--- src/rtl/interrupt_controller_if.sv ---
// CPU-side bundle between the interrupt controller and the major-state sequencer/datapath.
// master drives instruction, strobes and device flags; slave returns request, enable and pulses.
interface interrupt_controller_if #(
    parameter int NDEV = 8
);
    logic [0:11]     instruction;
    logic            iot_exec;
    logic            instr_done;
    logic            int_ack;
    logic [NDEV-1:0] dev_req;
    logic            int_req;
    logic            int_ena;
    logic            int_inh;
    logic            skip;
    logic            caf_clr;
    logic [3:0]      irq_id;
    logic            irq_valid;

    modport master (
        output instruction, iot_exec, instr_done, int_ack, dev_req,
        input  int_req, int_ena, int_inh, skip, caf_clr, irq_id, irq_valid
    );

    modport slave (
        input  instruction, iot_exec, instr_done, int_ack, dev_req,
        output int_req, int_ena, int_inh, skip, caf_clr, irq_id, irq_valid
    );
endinterface

--- src/rtl/interrupt_controller.sv ---
// Interrupt system: masked request combine, ION/IOF enable FSM with one-instruction ION delay, CIF/CDI inhibit.
// Latency: all outputs registered, one cycle after the triggering input edge.
// Backpressure: none; strobes are single-cycle pulses and are never held off.
module interrupt_controller #(
    parameter int              NDEV     = 8,
    parameter logic [NDEV-1:0] DEV_MASK = '1
) (
    input logic                  clk,
    input logic                  reset,
    interrupt_controller_if.slave bus
);
    typedef enum logic [1:0] {IOFF, ARMED, ION} state_t;

    state_t          state;
    logic [NDEV-1:0] masked;
    logic [3:0]      lowest_id;
    logic [2:0]      iot_op;
    logic            cpu_iot;
    logic            cif_cdi;
    logic            jump_done;

    assign masked  = bus.dev_req & DEV_MASK;
    assign iot_op  = bus.instruction[9:11];
    assign cpu_iot = bus.iot_exec && (bus.instruction[0:8] == 9'o600);
    assign cif_cdi = bus.iot_exec && (bus.instruction[0:5] == 6'o62)
                     && (iot_op == 3'o2 || iot_op == 3'o3);
    assign jump_done = bus.instr_done
                       && (bus.instruction[0:2] == 3'b100 || bus.instruction[0:2] == 3'b101);

    assign bus.int_ena = (state == ION);

    always_comb begin
        lowest_id = '0;
        for (int i = NDEV - 1; i >= 0; i--) begin
            if (masked[i]) lowest_id = 4'(i);
        end
    end

    always_ff @(posedge clk) begin
        if (reset) begin
            state         <= IOFF;
            bus.int_req   <= 1'b0;
            bus.irq_valid <= 1'b0;
            bus.irq_id    <= '0;
            bus.int_inh   <= 1'b0;
            bus.skip      <= 1'b0;
            bus.caf_clr   <= 1'b0;
        end else begin
            bus.int_req   <= |masked;
            bus.irq_valid <= |masked;
            bus.irq_id    <= lowest_id;
            bus.skip      <= 1'b0;
            bus.caf_clr   <= 1'b0;

            if (bus.int_ack) begin
                state       <= IOFF;
                bus.int_inh <= 1'b0;
            end else begin
                // Arming completes on any later instr_done; IOT decode below overrides it.
                if (bus.instr_done && state == ARMED) state <= ION;

                if (cpu_iot) begin
                    case (iot_op)
                        3'o0: begin
                            bus.skip <= (state == ION);
                            state    <= IOFF;
                        end
                        3'o1: begin
                            // The ION's own instr_done must not complete the delay.
                            if (state == IOFF) state <= ARMED;
                            else               state <= state;
                        end
                        3'o2: state <= IOFF;
                        3'o3: bus.skip <= bus.int_req;
                        3'o7: begin
                            state       <= IOFF;
                            bus.caf_clr <= 1'b1;
                        end
                        default: ;
                    endcase
                end

                if (cif_cdi) bus.int_inh <= 1'b1;
                if (jump_done || (cpu_iot && iot_op == 3'o7)) bus.int_inh <= 1'b0;
            end
        end
    end
endmodule

--- src/flat_wrapper.sv ---
// flat-port wrapper written by rule: the top's interface ports become plain ports
module interrupt_controller_flat 
#(
    parameter int              NDEV     = 8,
    parameter logic [NDEV-1:0] DEV_MASK = '1
)
  (clk, reset, bus_instruction, bus_iot_exec, bus_instr_done, bus_int_ack, bus_dev_req, bus_int_req, bus_int_ena, bus_int_inh, bus_skip, bus_caf_clr, bus_irq_id, bus_irq_valid);
  interrupt_controller_if #(.NDEV(NDEV)) bus_i ();
  input logic clk;
  input logic reset;
  input wire logic [$bits(bus_i.instruction)-1:0] bus_instruction;
  input wire logic [$bits(bus_i.iot_exec)-1:0] bus_iot_exec;
  input wire logic [$bits(bus_i.instr_done)-1:0] bus_instr_done;
  input wire logic [$bits(bus_i.int_ack)-1:0] bus_int_ack;
  input wire logic [$bits(bus_i.dev_req)-1:0] bus_dev_req;
  output wire logic [$bits(bus_i.int_req)-1:0] bus_int_req;
  output wire logic [$bits(bus_i.int_ena)-1:0] bus_int_ena;
  output wire logic [$bits(bus_i.int_inh)-1:0] bus_int_inh;
  output wire logic [$bits(bus_i.skip)-1:0] bus_skip;
  output wire logic [$bits(bus_i.caf_clr)-1:0] bus_caf_clr;
  output wire logic [$bits(bus_i.irq_id)-1:0] bus_irq_id;
  output wire logic [$bits(bus_i.irq_valid)-1:0] bus_irq_valid;
  assign bus_i.instruction = bus_instruction;
  assign bus_i.iot_exec = bus_iot_exec;
  assign bus_i.instr_done = bus_instr_done;
  assign bus_i.int_ack = bus_int_ack;
  assign bus_i.dev_req = bus_dev_req;
  assign bus_int_req = bus_i.int_req;
  assign bus_int_ena = bus_i.int_ena;
  assign bus_int_inh = bus_i.int_inh;
  assign bus_skip = bus_i.skip;
  assign bus_caf_clr = bus_i.caf_clr;
  assign bus_irq_id = bus_i.irq_id;
  assign bus_irq_valid = bus_i.irq_valid;
  interrupt_controller #(.NDEV(NDEV), .DEV_MASK(DEV_MASK)) u_core (.clk(clk), .reset(reset), .bus(bus_i));
endmodule
--- config.mk ---
export PLATFORM = sky130hd
export DESIGN_NAME = interrupt_controller_flat
export DESIGN_NICKNAME = d
export VERILOG_FILES = /design/src/rtl/interrupt_controller_if.sv /design/src/rtl/interrupt_controller.sv /design/src/flat_wrapper.sv
export SDC_FILE = /design/constraint.sdc
export NUM_CORES = 1
export LEC_CHECK = 0
export CAP_MARGIN = 10
export CORE_MARGIN = 2
export CORE_UTILIZATION = 34
export DETAILED_ROUTE_END_ITERATION = 8
export HOLD_SLACK_MARGIN = 0.03
export PLACE_DENSITY = 0.91
export SYNTH_ARGS = -nofsm -noshare
export SYNTH_HDL_FRONTEND = slang
export SYNTH_SLANG_ARGS = --single-unit
--- constraint.sdc ---
create_clock -name clk -period 3.3 [get_ports clk]
set_input_delay 0.495 -clock clk [delete_from_list [all_inputs] [get_ports clk]]
set_output_delay 0.495 -clock clk [all_outputs]
set_load 0.05 [all_outputs]
==> flow_summary_export.csv, run 1 <==
group,metric,value,unit
outcome,outcome,"finished, final reports clean",
synthesis,ys_warn_count,0,
sta,slew_viol_final,0,
detailed_routing,vias,527,
synthesis,yosys.area_share.simple,37.5,%
synthesis,synthesis.instances,54,
synthesis,synthMuxAreaShare,0,%
sta,worstMarginPinSlew,0.498,ns
grt,grt_pass1_vias,430,
grt,grt_overflow,0,
pwr,p_clk_share,32.7,%
critical_path,cp-end-kind,"output pin",
pwr,power_frac_comb,24.9,%
synthesis,synth_xor_area_share,0,%
sta,finalHoldWorstSlack,0.544,ns
sta,slew_headroom,66.5,%
grt,grt_use_total,16.9,%
hold_path,hp-class,"flop to flop",
critical_path,worstPathMaxFanout,4,
pwr,peakVddDrop,0.292,mV
pwr,p_int,193,uW
detailed_routing,drtIter0Drc,5,
floorplanning,die_w,41.0,um
job,maxCapViolCount,0,
critical_path,crit_arrival,1.67,ns
critical_path,r2r_cells,3,
pwr,finalPower,263,uW
critical_path,startpoint_type,"flop",
sta,fin_setup_tns,0,ns
synthesis,synth_compound_area_share,18.9,%
clocking,cts_tree,"yes",
pwr,power.density,318,nW/um2
clocking,cts_resized,0,
floorplanning,dieArea,1680,um2
finish,fin_util,64.2,%
sta,hold_viol_final,0,
detailed_routing,post-route-drc-count,0,
clocking,cts.sinks,9,
detailed_routing,wirelength,1180,um
clocking,htreeDepth,1,
pwr,swShare,26.3,%
detailed_routing,detail_route.wl_per_cell,11.3,um
sta,fin_crit_sh,65.6,%
synthesis,mappedNetlistNets,79,
clocking,clk_latency,0.26,ns
sta,setup_violations,0,
placed_design,hpwl,1010,um
synthesis,synth-seq-cells,9,
grt,grt_max_degree,7,
critical_path,cp_data_required_time,2.80,ns
sta,fmax,462,MHz
pwr,pwr-share-seq,42.5,%
hold_path,holdPathStages,2,
finish,drive_gt1_share,6.74,%
placed_design,io_buffers,33,
floorplanning,rows,13,
sta,rsz0062_at_grt,"false",
synthesis,synth-seq-area-share,38.8,%
detailed_routing,firstDrtPassIters,4,
synthesis,ys_types,25,
clocking,cts_setup_buffers,0,
synthesis,netlist_area,464,um2
clocking,holdBufCountCts,0,
pwr,p_leak,0.000292,uW
placed_design,dp_cells,100,
finish,fin_cells,104,
finish,final_cell_mix,"clkdlybuf4s50_1 (33), dfxtp_1 (9), nor2_1 (5), a21oi_1 (5), nor4_1 (5)",
floorplanning,io_pins,35,
placed_design,place.gp.congestion,0.724,
synthesis,synthAdderAreaFrac,0,%
detailed_routing,antenna_left,0,
grt,grt_pass1_wl,1740,um
finish,areaGrowthSynthToFinish,77.6,%
sta,skew,0.000981,ns
finish,final_nets,115,
clocking,ctsRootBufferMaster,"clkbuf_4",
clocking,path_clk_slew,0.06,ns
synthesis,synth_top_family_by_area,"simple AND/OR/NAND/NOR gates",
sta,period_minus_slack,2.17,ns
detailed_routing,viasPerCell,5.07,
synthesis,syn_avg_cell_area,8.60,um2
clocking,cts_buffer_depth,2,
pwr,switchingPower,69.0,uW
clocking,cts_buffers,3,
critical_path,worst-setup-path-type,"flop to output pin",
floorplanning,initial_utilization,36.1,%
floorplanning,die_height,41.0,um
grt,antenna_found_initial,0,
floorplanning,core,1280,um2
finish,insertedDiodeCount,0,
finish,layout_commonest_cell,"clkdlybuf4s50_1",
layout make-up:
cell class / instances / area (um2)
clock buffer: 4 / 26.3
fill: 121 / 460
inverter: 1 / 3.75
multi-input combinational: 42 / 265
sequential: 9 / 180
tap: 15 / 18.8
timing repair buffer: 33 / 330
path summary, 6_finish.rpt:
check,to,slack [ns],start
worst min register to register,u_core.state[1],0.54,u_core.state[0]
worst max-delay path,bus_int_ena,1.13,u_core.state[1]
worst min-delay path,u_core.state[1],0.54,u_core.state[0]
worst max register to register,u_core.state[1],2.22,u_core.state[1]
cell usage after synthesis (all sizes together):
library cell,n,area (um2)
dfxtp,9,180
a21oi,5,25.0
and3b,1,8.76
nor2,5,18.8
o21bai,1,7.51
conb,1,3.75
nor3,4,25.0
a221o,1,10.0
or4,2,22.5
and3,1,6.26
a31oi,1,6.26
nor4,5,31.3
o21a,3,22.5
or2,1,6.26
nor4b,1,8.76
o22ai,1,6.26
o21ai,2,10.0
nand3,1,5.00
nand3b,1,7.51
or3,1,6.26
inv,1,3.75
buf,2,15.0
nor2b,3,18.8
nand4b,1,8.76
kinds of logic (layout without fill, tap and decap cells):
family	count (synthesis)	in the layout
flip-flops	9	9
AND/OR/NAND/NOR	27	27
AO/OA/AOI/OAI	14	14
other	1	1
buffers and inverters	3	38
worst max-delay path, stage by stage (launching register included):
cell,delay [ns]
dfxtp_1,0.37
nor2b_1,0.20
clkdlybuf4s50_1,0.84
routing by layer:
layer | up-vias | part of all wire (%) | GRT usage, %
li1 | 276 | - | -
met1 | 233 | 37 | 14.4
met2 | 18 | 56 | 32.0
met3 | 0 | 7.1 | 8.15
met4 | 0 | 0 | 7.50
met5 | - | 0 | 0
power groups by stage:
stage / logic (uW) / registers [uW] / clock network (uW)
2_1_floorplan: 18.9 / 121 / 0
3_3_place_gp: 64.0 / 114 / 0
3_5_place_dp: 65.4 / 114 / 0
4_1_cts: 65.6 / 111 / 88.9
5_1_grt: 69.3 / 112 / 95.6
6_report: 65.3 / 111 / 85.8
through the flow:
step / setup WS (ns) / instance area (um2)
5_1_grt: 1.09 / 825
4_1_cts: 1.13 / 825
2_1_floorplan: 1.47 / 464
3_5_place_dp: 1.01 / 798
6_report: 1.13 / 825
3_3_place_gp: 1.04 / 798
sequential cells by signal (all words and copies together) (netlist names):
| register | cells |
|---|---|
| u_core.bus.irq_id | 3 |
| u_core.bus.int_req | 1 |
| u_core.bus.skip | 1 |
| u_core.bus.int_inh | 1 |
| u_core.state | 2 |
| u_core.bus.caf_clr | 1 |
(Power assumes the default switching activity.)
==> run 2, diff against run 1 <==
--- a/config.mk
+++ b/config.mk
@@ -7,10 +7,10 @@
 export LEC_CHECK = 0
 export CAP_MARGIN = 10
 export CORE_MARGIN = 2
-export CORE_UTILIZATION = 34
+export CORE_UTILIZATION = 29
 export DETAILED_ROUTE_END_ITERATION = 8
 export HOLD_SLACK_MARGIN = 0.03
-export PLACE_DENSITY = 0.91
+export PLACE_DENSITY = 0.83
 export SYNTH_ARGS = -nofsm -noshare
 export SYNTH_HDL_FRONTEND = slang
 export SYNTH_SLANG_ARGS = --single-unit
==> constraint.sdc (replaced) <==
create_clock -name clk -period 1.8 [get_ports clk]
set_input_delay 0.27 -clock clk [delete_from_list [all_inputs] [get_ports clk]]
set_output_delay 0.27 -clock clk [all_outputs]
set_load 0.05 [all_outputs]
==> run 2 against run 1 <==
First-iteration DRC count up 60%. Sequential share of layout area is 0.74 points lower. Die area increased by 16%. Critical path type is now primary input to flop. Critical endpoint is now u_core.state[0]. Largest cell class unchanged. Largest power group unchanged. Highest routed layer unchanged.
==> flow_summary_export.csv, run 2 (same netlist as run 1, synthesis figures left out) <==
group,metric,value,unit
detailed_routing,vias,558,
critical_path,reg2reg_to,"u_core.state[1]",
detailed_routing,firstDrtPassIters,4,
pwr,swShare,25.5,%
grt,grt_pass1_vias,516,
clocking,cts_tree,"yes",
critical_path,startpoint_type,"primary input",
sta,rsz0062_at_grt,"false",
sta,setup_violations,0,
pwr,power_frac_comb,25.9,%
critical_path,cp_data_required_time,1.99,ns
pwr,p_int,358,uW
clocking,ctsRootBufferMaster,"clkbuf_4",
placed_design,io_buffers,33,
placed_design,place.gp.congestion,0.754,
finish,ff_latch_area,180,um2
detailed_routing,post-route-drc-count,0,
clocking,path_clk_slew,0.06,ns
critical_path,cp-end-kind,"flop",
floorplanning,rows,14,
detailed_routing,drtIter0Drc,8,
critical_path,worst-setup-path-type,"primary input to flop",
floorplanning,die_w,44.0,um
grt,grt_max_degree,7,
pwr,p_clk_share,31.6,%
sta,fin_setup_tns,0,ns
detailed_routing,viasPerCell,5.12,
sta,skew,0.00253,ns
outcome,outcome,"finished, final reports clean",
floorplanning,dieArea,1940,um2
sta,slew_viol_final,0,
grt,antenna_found_initial,0,
pwr,pwr-share-seq,42.5,%
placed_design,hpwl,1090,um
floorplanning,initial_utilization,30.8,%
finish,layout_commonest_cell,"clkdlybuf4s50_1",
hold_path,holdPathStages,2,
sta,worstMarginPinSlew,0.503,ns
critical_path,worst_path_most_repeated_cell,"or4_4",
floorplanning,io_pins,35,
clocking,cts_setup_buffers,0,
clocking,cts.sinks,9,
finish,drive_gt1_share,11.8,%
critical_path,r2r_slack,0.73,ns
hold_path,holdCritStartpoint,"u_core.state[0]",
clocking,cts_resized,0,
detailed_routing,antenna_left,0,
floorplanning,core,1510,um2
finish,areaGrowthSynthToFinish,83.8,%
critical_path,r2r-start,"u_core.state[1]",
finish,fill_cells,148,
grt,grt_pass1_wl,1990,um
finish,final_nets,119,
clocking,cts_buffers,3,
clocking,holdBufCountCts,0,
finish,final_cell_mix,"clkdlybuf4s50_1 (32), dfxtp_1 (9)",
finish,insertedDiodeCount,0,
critical_path,worstPathMaxFanout,4,
finish,fin_cells,109,
job,maxCapViolCount,0,
clocking,cts_buffer_depth,2,
pwr,peakVddDrop,0.398,mV
pwr,switchingPower,122,uW
sta,period_minus_slack,1.79,ns
detailed_routing,detail_route.wl_per_cell,11.9,um
grt,grt_overflow,0,
detailed_routing,wirelength,1290,um
critical_path,crit_chain,"clkdlybuf4s50_1, or4_4, or4_4, o21a_1, nor3_2",
clocking,htreeDepth,1,
pwr,power.density,563,nW/um2
pwr,p_leak,0.000314,uW
critical_path,r2r_cells,3,
sta,fmax,560,MHz
floorplanning,die_height,44.0,um
finish,multi_input_area,265,um2
finish,top_register,"u_core.bus.irq_id",
sta,hold_viol_final,0,
sta,slew_headroom,66.3,%
hold_path,hp-class,"flop to flop",
critical_path,cp_slowest_cell,"or4_4",
hold_path,whs_endpoint,"u_core.state[0]",
critical_path,crit_arrival,1.98,ns
finish,largest_reg_flops,3,
finish,fin_util,56.6,%
placed_design,dp_cells,105,
finish,reg_top3,"u_core.bus.irq_id x3, u_core.state x2",
sta,fin_crit_sh,99.3,%
clocking,clk_latency,0.25,ns
grt,grt_use_total,14.2,%
critical_path,critPathMaxStageDelay,0.53,ns
==> run 2: cell count changes in the layout (fill, tap and decap cells not counted) <==
cell             before  now
clkdlybuf4s50_1      33   32
buf_4                 0    5
==> run 2: metrics by stage <==
step / worst slack (ns) / cell area, um2 / power, uW / hold slack [ns]
floorplan: 0.197 / 464 / 256 / 0.339
global route: 0.000882 / 853 / 507 / 0.593
finish: 0.0128 / 853 / 480 / 0.543
global placement: -0.233 / 827 / 331 / 0.524
detailed placement: -0.268 / 827 / 333 / 0.525
CTS: 0.0122 / 853 / 490 / 0.544
==> run 2: worst max-delay path by stage <==
stage,startpoint,to,slack (ns),cells after the start
global placement,bus_instruction[4],u_core.state[0],-0.23,5
CTS,bus_instruction[4],u_core.state[0],0.01,5
global route,bus_instruction[4],u_core.state[0],0.0009,5
floorplan,bus_instruction[4],u_core.state[0],0.20,4
finish,bus_instruction[4],u_core.state[0],0.01,5
detailed placement,bus_instruction[4],u_core.state[0],-0.27,5
==> run 2: layer usage <==
layer  GRT usage, %  wire length [um]
met5              0                 0
met4           3.64                 0
met3           6.12                97
met2           28.8               704
met1           12.3               489
==> run 2: power by group through the flow <==
stage               clock network (uW)  registers, uW  logic [uW]
finish                             152            204         124
global route                       170            204         133
CTS                                161            204         125
detailed placement                   0            209         124
global placement                     0            209         122
floorplan                            0            222        34.6
==> run 2: final cells by class <==
cell class | instances | area share [%]
repair buffers | 37 | 41.9
multi-input cells | 42 | 31.1
flip-flops and latches | 9 | 21.1
clock buffers | 4 | 3.08
well taps | 16 | 2.35
inverters | 1 | 0.440
==> run 2: critical path, delay by kind of cell <==
| family | cells | cell delay [ns] |
|---|---|---|
| buf+inv | 1 | 0.40 |
| simple gates | 3 | 1.12 |
| compound gates | 1 | 0.19 |
